## src/rtl/vend_pkg.sv

```systemverilog
// Shared vending-machine definitions: coin/change codes, upstream FSM state
// constants, the dispenser state enum and change-code decode helpers.
package vend_pkg;

  // Change codes sent from the vending FSM to the dispenser
  localparam logic [2:0] CHANGE_NONE = 3'b000;
  localparam logic [2:0] NICKEL      = 3'b001;
  localparam logic [2:0] DIME        = 3'b010;
  localparam logic [2:0] NICKEL_DIME = 3'b011;
  localparam logic [2:0] DIME_DIME   = 3'b100;

  // Coin-acceptor codes seen by the upstream FSM
  localparam logic [1:0] COIN_NONE   = 2'b00;
  localparam logic [1:0] COIN_NICKEL = 2'b01;
  localparam logic [1:0] COIN_DIME   = 2'b10;
  localparam logic [1:0] QUARTER     = 2'b11;

  // Upstream FSM states: credit accumulated so far, in cents
  localparam logic [2:0] VM_S0  = 3'd0;
  localparam logic [2:0] VM_S5  = 3'd1;
  localparam logic [2:0] VM_S10 = 3'd2;
  localparam logic [2:0] VM_S15 = 3'd3;
  localparam logic [2:0] VM_S20 = 3'd4;

  typedef enum logic [2:0] {
    DISP_IDLE         = 3'd0,
    DISP_RELEASE      = 3'd1,
    DISP_DIME_PULSE   = 3'd2,
    DISP_DIME_WAIT    = 3'd3,
    DISP_NICKEL_PULSE = 3'd4,
    DISP_NICKEL_WAIT  = 3'd5,
    DISP_FAULT        = 3'd6
  } disp_state_e;

  typedef struct packed {
    logic [1:0] dimes;
    logic [1:0] nickels;
  } coin_count_t;

  function automatic logic change_illegal(input logic [2:0] code);
    return code > DIME_DIME;
  endfunction

  function automatic coin_count_t decode_change(input logic [2:0] code);
    coin_count_t r;
    r = '0;
    case (code)
      NICKEL:      r.nickels = 2'd1;
      DIME:        r.dimes   = 2'd1;
      NICKEL_DIME: begin r.dimes = 2'd1; r.nickels = 2'd1; end
      DIME_DIME:   r.dimes   = 2'd2;
      default:     r = '0;
    endcase
    return r;
  endfunction

  // Dimes go out before nickels; nothing left means the transaction is done
  function automatic disp_state_e coin_state(input logic [1:0] dimes,
                                             input logic [1:0] nickels);
    if (dimes != 2'd0)   return DISP_DIME_PULSE;
    if (nickels != 2'd0) return DISP_NICKEL_PULSE;
    return DISP_IDLE;
  endfunction

endpackage

```

## src/rtl/drop_sync.sv

```systemverilog
// Chute sensor conditioner: 2-flop synchronizer, then a registered one-clock
// pulse on each rising edge of the synchronized level.
module drop_sync (
  input  logic clk_i,
  input  logic rst_i,
  input  logic din_i,
  output logic pulse_o
);

  logic [1:0] sync_q;
  logic       prev_q;
  logic       pulse_q;

  always_ff @(posedge clk_i or posedge rst_i) begin
    if (rst_i) begin
      sync_q  <= 2'b00;
      prev_q  <= 1'b0;
      pulse_q <= 1'b0;
    end else begin
      sync_q  <= {sync_q[0], din_i};
      prev_q  <= sync_q[1];
      pulse_q <= sync_q[1] & ~prev_q;
    end
  end

  assign pulse_o = pulse_q;

endmodule

```

## src/rtl/coin_change_dispenser.sv

```systemverilog
// Product/change dispenser: captures a vend request, pulses the product, dime
// and nickel solenoids in turn, and waits for each coin's drop sensor.
import vend_pkg::*;

module coin_change_dispenser #(
  parameter int PULSE_CYCLES   = 4,
  parameter int TIMEOUT_CYCLES = 64
) (
  input  logic       clock,
  input  logic       reset,
  input  logic       vend,
  input  logic [2:0] change,
  input  logic       nickel_drop,
  input  logic       dime_drop,
  input  logic       fault_clear,
  output logic       product_release,
  output logic       dime_eject,
  output logic       nickel_eject,
  output logic       busy,
  output logic       fault,
  output logic [2:0] state_dbg
);

  localparam int MAX_CYCLES = (PULSE_CYCLES > TIMEOUT_CYCLES) ? PULSE_CYCLES : TIMEOUT_CYCLES;
  localparam int CW = $clog2(MAX_CYCLES + 1);
  localparam logic [CW-1:0] PULSE_LOAD   = CW'(PULSE_CYCLES - 1);
  localparam logic [CW-1:0] TIMEOUT_LOAD = CW'(TIMEOUT_CYCLES - 1);

  disp_state_e   state_q, state_d;
  logic [CW-1:0] cnt_q, cnt_d;
  logic [1:0]    dimes_q, dimes_d;
  logic [1:0]    nickels_q, nickels_d;
  logic          release_q, dime_q, nickel_q, busy_q, fault_q;
  logic          dime_edge, nickel_edge;
  coin_count_t   req_count;

  drop_sync u_dime_sync (
    .clk_i   (clock),
    .rst_i   (reset),
    .din_i   (dime_drop),
    .pulse_o (dime_edge)
  );

  drop_sync u_nickel_sync (
    .clk_i   (clock),
    .rst_i   (reset),
    .din_i   (nickel_drop),
    .pulse_o (nickel_edge)
  );

  assign req_count = decode_change(change);

  always_ff @(posedge clock or posedge reset) begin
    if (reset) begin
      state_q   <= DISP_IDLE;
      cnt_q     <= '0;
      dimes_q   <= 2'd0;
      nickels_q <= 2'd0;
    end else begin
      state_q   <= state_d;
      cnt_q     <= cnt_d;
      dimes_q   <= dimes_d;
      nickels_q <= nickels_d;
    end
  end

  // A request is vend or any nonzero change code, and is looked at only in IDLE;
  // the counter is reloaded on every state change and counts down otherwise.
  always_comb begin
    state_d   = state_q;
    dimes_d   = dimes_q;
    nickels_d = nickels_q;
    cnt_d     = (cnt_q != '0) ? cnt_q - CW'(1) : '0;
    case (state_q)
      DISP_IDLE: begin
        if (vend || (change != CHANGE_NONE)) begin
          if (change_illegal(change)) begin
            dimes_d   = 2'd0;
            nickels_d = 2'd0;
            state_d   = DISP_FAULT;
          end else begin
            dimes_d   = req_count.dimes;
            nickels_d = req_count.nickels;
            state_d   = vend ? DISP_RELEASE : coin_state(req_count.dimes, req_count.nickels);
          end
        end
      end
      DISP_RELEASE: begin
        if (cnt_q == '0) state_d = coin_state(dimes_q, nickels_q);
      end
      DISP_DIME_PULSE: begin
        if (cnt_q == '0) state_d = DISP_DIME_WAIT;
      end
      DISP_DIME_WAIT: begin
        // A drop landing on the expiry cycle still counts as a drop
        if (dime_edge) begin
          dimes_d = dimes_q - 2'd1;
          state_d = coin_state(dimes_d, nickels_q);
        end else if (cnt_q == '0) begin
          state_d = DISP_FAULT;
        end
      end
      DISP_NICKEL_PULSE: begin
        if (cnt_q == '0) state_d = DISP_NICKEL_WAIT;
      end
      DISP_NICKEL_WAIT: begin
        if (nickel_edge) begin
          nickels_d = nickels_q - 2'd1;
          state_d   = (nickels_d != 2'd0) ? DISP_NICKEL_PULSE : DISP_IDLE;
        end else if (cnt_q == '0) begin
          state_d = DISP_FAULT;
        end
      end
      DISP_FAULT: begin
        dimes_d   = 2'd0;
        nickels_d = 2'd0;
        if (fault_clear) state_d = DISP_IDLE;
      end
      default: state_d = DISP_IDLE;
    endcase
    if (state_d != state_q) begin
      case (state_d)
        DISP_RELEASE, DISP_DIME_PULSE, DISP_NICKEL_PULSE: cnt_d = PULSE_LOAD;
        DISP_DIME_WAIT, DISP_NICKEL_WAIT:                 cnt_d = TIMEOUT_LOAD;
        default:                                          cnt_d = '0;
      endcase
    end
  end

  // Actuators are decoded from the state register one clock later, so every
  // output comes straight from a flop.
  always_ff @(posedge clock or posedge reset) begin
    if (reset) begin
      release_q <= 1'b0;
      dime_q    <= 1'b0;
      nickel_q  <= 1'b0;
      busy_q    <= 1'b0;
      fault_q   <= 1'b0;
    end else begin
      release_q <= (state_q == DISP_RELEASE);
      dime_q    <= (state_q == DISP_DIME_PULSE);
      nickel_q  <= (state_q == DISP_NICKEL_PULSE);
      busy_q    <= (state_q != DISP_IDLE);
      fault_q   <= (state_q == DISP_FAULT);
    end
  end

  assign product_release = release_q;
  assign dime_eject      = dime_q;
  assign nickel_eject    = nickel_q;
  assign busy            = busy_q;
  assign fault           = fault_q;
  assign state_dbg       = state_q;

endmodule

```

## config.mk

```make
export PLATFORM = sky130hd
export DESIGN_NAME = coin_change_dispenser
export DESIGN_NICKNAME = d
export VERILOG_FILES = /design/src/rtl/vend_pkg.sv /design/src/rtl/drop_sync.sv /design/src/rtl/coin_change_dispenser.sv
export SDC_FILE = /design/constraint.sdc
export NUM_CORES = 1
export LEC_CHECK = 0
export CAP_MARGIN = 10
export CORE_UTILIZATION = 46
export CTS_BUF_LIST = sky130_fd_sc_hd__clkbuf_4 sky130_fd_sc_hd__clkbuf_8
export DETAILED_ROUTE_END_ITERATION = 8
export PLACE_DENSITY_LB_ADDON = 0.3
export REMOVE_ABC_BUFFERS = 1
export SETUP_SLACK_MARGIN = 0.3
export SLEW_MARGIN = 20
export SYNTH_ARGS = -nofsm -noshare
export SYNTH_HDL_FRONTEND = slang
export SYNTH_HIERARCHICAL = 1
export SYNTH_SLANG_ARGS = --single-unit
export TNS_END_PERCENT = 50
```

## constraint.sdc

```tcl
create_clock -name clock -period 3.6 [get_ports clock]
set_input_delay 0.72 -clock clock [delete_from_list [all_inputs] [get_ports clock]]
set_output_delay 0.72 -clock clock [all_outputs]
set_load 0.02 [all_outputs]
```

==> impl_metrics.env <==
export IMPL_status="completed"
export IMPL_slew_viol_final=0
export IMPL_ios=17
export IMPL_grt_usage=0.1895
export IMPL_yosysWarnings=6
export IMPL_start_util=0.4852
export IMPL_max_cap_violations=0
export IMPL_core_um2=3053
export IMPL_p_total_mw=1.338
export IMPL_yosys_area_top_type_share=0.4561
export IMPL_synth_seq_area_share=0.4561
export IMPL_highest_layer="met4"
export IMPL_syn_inst=155
export IMPL_fin_skew_ns=0.004592
export IMPL_rsz0062_at_grt="no"
export IMPL_numClockSinks=27
export IMPL_path_cells="clkdlybuf4s50_1"
export IMPL_gr_total_overflow=0
export IMPL_cp_arrival_ns=1.89
export IMPL_cts_hold_buf=0
export IMPL_hold_class="reg2reg"
export IMPL_ctsResizeCount=0
export IMPL_antenna_left=0
export IMPL_reg2regPathDepth=8
export IMPL_antenna_cells=0
export IMPL_cts_tree="yes"
export IMPL_synth_seq_cells=27
export IMPL_fin_crit_sh=0.7259
export IMPL_p_int_mw=0.7529
export IMPL_yosysTopAreaCell="dfrtp_1"
export IMPL_final_core_util=0.5566
export IMPL_drt_initial_drc_count=50
export IMPL_required_ns=2.88
export IMPL_whs_ns=0.3799
export IMPL_holdPathEnd="u_dime_sync/sync_q[1]$_DFF_PP0_"
export IMPL_hp_start="u_dime_sync/sync_q[0]$_DFF_PP0_"
export IMPL_period_minus_slack_ns=2.613
export IMPL_synth_cell_types=44
export IMPL_wire_per_inst_um=13.51
export IMPL_drt_total_wl_mm=2.878
export IMPL_grt_first_pass_wirelength_mm=5.023
export IMPL_path_max_fanout=24
export IMPL_fillers=297
export IMPL_place_congestion=0.8524
export IMPL_crit_reg2reg_launch="dimes_q[0]$_DFFE_PP0P_"
export IMPL_grt_pass1_vias=1153
export IMPL_timing_final_ws_setup_ns=0.9867
export IMPL_start_kind="register"
export IMPL_worstMarginPinSlew_ns=0.7474
export IMPL_placed_area_um2=1669
export IMPL_grt_max_degree=25
export IMPL_r2r_slack_ns=1.29
export IMPL_firstDrtPassIters=4
export IMPL_power_frac_clock=0.101
export IMPL_finalSetupTns_ns=0
export IMPL_cp_num_buf_inv=1
export IMPL_rows=20
export IMPL_slowest_stage="dfrtp_1"
export IMPL_via_per_inst=5.484
export IMPL_dp_slack_ns=0.8180
export IMPL_die_area_um2=3452
export IMPL_postCtsSetupRepairBufs=0
export IMPL_peakVddDrop_mv=0.3309
export IMPL_p_sw_mw=0.5852
export IMPL_avgSynthCellArea_um2=9.558
export IMPL_slowest_delay_ns=0.83
export IMPL_final_hold_violation_count=0
export IMPL_final_area_um2=1699
export IMPL_critPathKind="reg2out"
export IMPL_die_h_um=58.75
export IMPL_regArea_um2=675.6
export IMPL_synth_area_um2=1481
export IMPL_power_leakage_nw=0.7363
export IMPL_critPathTopFamily="flip-flops"
export IMPL_endpoint_kind="primary output"
export IMPL_swShare=0.4373
export IMPL_power_density_nw_per_um2=787.5
export IMPL_p_comb_frac=0.522
export IMPL_htree_num_levels=1
export IMPL_dr_wl_met3_um=121
export IMPL_nNetsFinal=184
export IMPL_mostFrequentLayoutCells="27 x dfrtp_1, 16 x clkdlybuf4s50_1, 15 x nand2_1"
export IMPL_multiInputGateArea_um2=733.2
export IMPL_drc_errors=0
export IMPL_wl_met2_mm=1.368
export IMPL_area_growth_pct=14.70
export IMPL_place_hpwl_mm=2.149
export IMPL_whs_path_depth=0
export IMPL_io_buffers=16
export IMPL_cts_root_buffer_cell="clkbuf_4"
export IMPL_antenna_found_initial=0
export IMPL_wirelength_met1_mm=1.347
export IMPL_clock_path_buffers=2
export IMPL_placed_cells=209
export IMPL_reg2reg_to="cnt_q[1]$_DFF_PP0_"
export IMPL_die_x_um=58.75
export IMPL_pwr_share_seq=0.377
export IMPL_final_common_cell="dfrtp_1"
export IMPL_clock_latency_ns=0.33
export IMPL_drive_above_1_share=0.08284
export IMPL_path_clk_slew_ns=0.14
export IMPL_vias=1168
export IMPL_cts_buffers=3
export IMPL_fmax_mhz=382.7
export IMPL_setup_viol_count_final=0
export IMPL_synth_area_top_cells="dfrtp_1 46%, ha_1 4.2%, nand2_1 3.8%"
export IMPL_slew_headroom=0.5012
export IMPL_instances_no_fill=213
metal layers:
layer	global-route usage	vias to the layer above
met5	0	-
li1	-	574
met3	0.03077	4
met4	0.07143	0
met1	0.2451	561
met2	0.3182	29
Yosys cell counts (all sizes together):
cell type / count
a31o: 1
a21o: 1
o311a: 1
nor3: 9
o21ai: 16
inv: 12
a21oi: 6
and3: 1
mux2: 1
a32oi: 1
nand2b: 2
mux2i: 1
a31oi: 1
dfrtp: 27
and3b: 1
nand2: 15
o31ai: 2
buf: 5
o2111a: 1
nor3b: 2
clkbuf: 1
o221a: 1
xnor2: 4
a221o: 1
or4: 2
a211oi: 1
xor2: 1
o22ai: 2
a22oi: 1
nor2b: 4
ha: 5
or3: 4
a211o: 2
and2: 1
nand3: 7
a221oi: 1
nor2: 11
kinds of logic after synthesis:
logic type	share of synthesized area
multiplexers	0.01436
adder cells (fa/ha/maj)	0.04223
flip-flops	0.4561
AO/OA/AOI/OAI	0.1833
buffers and inverters	0.04898
XOR/XNOR	0.02956
AND/OR/NAND/NOR	0.2255
final cells by class:
type | count | share of cell area
repair buffers | 16 | 0.09426
clock inverters | 1 | 0.004418
clock buffers | 3 | 0.01325
well taps | 44 | 0.03240
flip-flops and latches | 27 | 0.3976
multi-input cells | 110 | 0.4315
inverters | 12 | 0.02651
registers in the layout, summed over array words and instances (netlist names):
| name | flops |
|---|---|
| nickels_q | 2 |
| u_dime_sync/prev_q | 1 |
| dime_eject | 1 |
| busy | 1 |
| fault | 1 |
| nickel_eject | 1 |
| u_nickel_sync/pulse_o | 1 |
| u_nickel_sync/prev_q | 1 |
| u_dime_sync/sync_q | 2 |
| u_dime_sync/pulse_o | 1 |
| state_dbg | 3 |
| u_nickel_sync/sync_q | 2 |
| cnt_q | 7 |
| product_release | 1 |
| dimes_q | 2 |
power by group through the flow:
stage	sequential [mW]	combinational [mW]	clock, mW
floorplan	0.521	0.485	0
global placement	0.506	0.683	0
detailed placement	0.511	0.694	0
CTS	0.503	0.699	0.143
global route	0.520	0.777	0.151
finish	0.505	0.698	0.135
worst max path at each step:
stage	startpoint	endpoint	slack [ns]	cells after the start
2_1_floorplan	state_dbg[1]$_DFF_PP0_	cnt_q[0]$_DFF_PP0_	1.47	6
3_3_place_gp	change[1]	cnt_q[1]$_DFF_PP0_	0.86	7
5_1_grt	state_dbg[2]$_DFF_PP0_	state_dbg[2]	0.90	1
4_1_cts	state_dbg[2]$_DFF_PP0_	state_dbg[2]	0.97	1
6_report	state_dbg[2]$_DFF_PP0_	state_dbg[2]	0.99	1
3_5_place_dp	change[1]	cnt_q[0]$_DFF_PP0_	0.82	7
(Power assumes the default switching activity.)
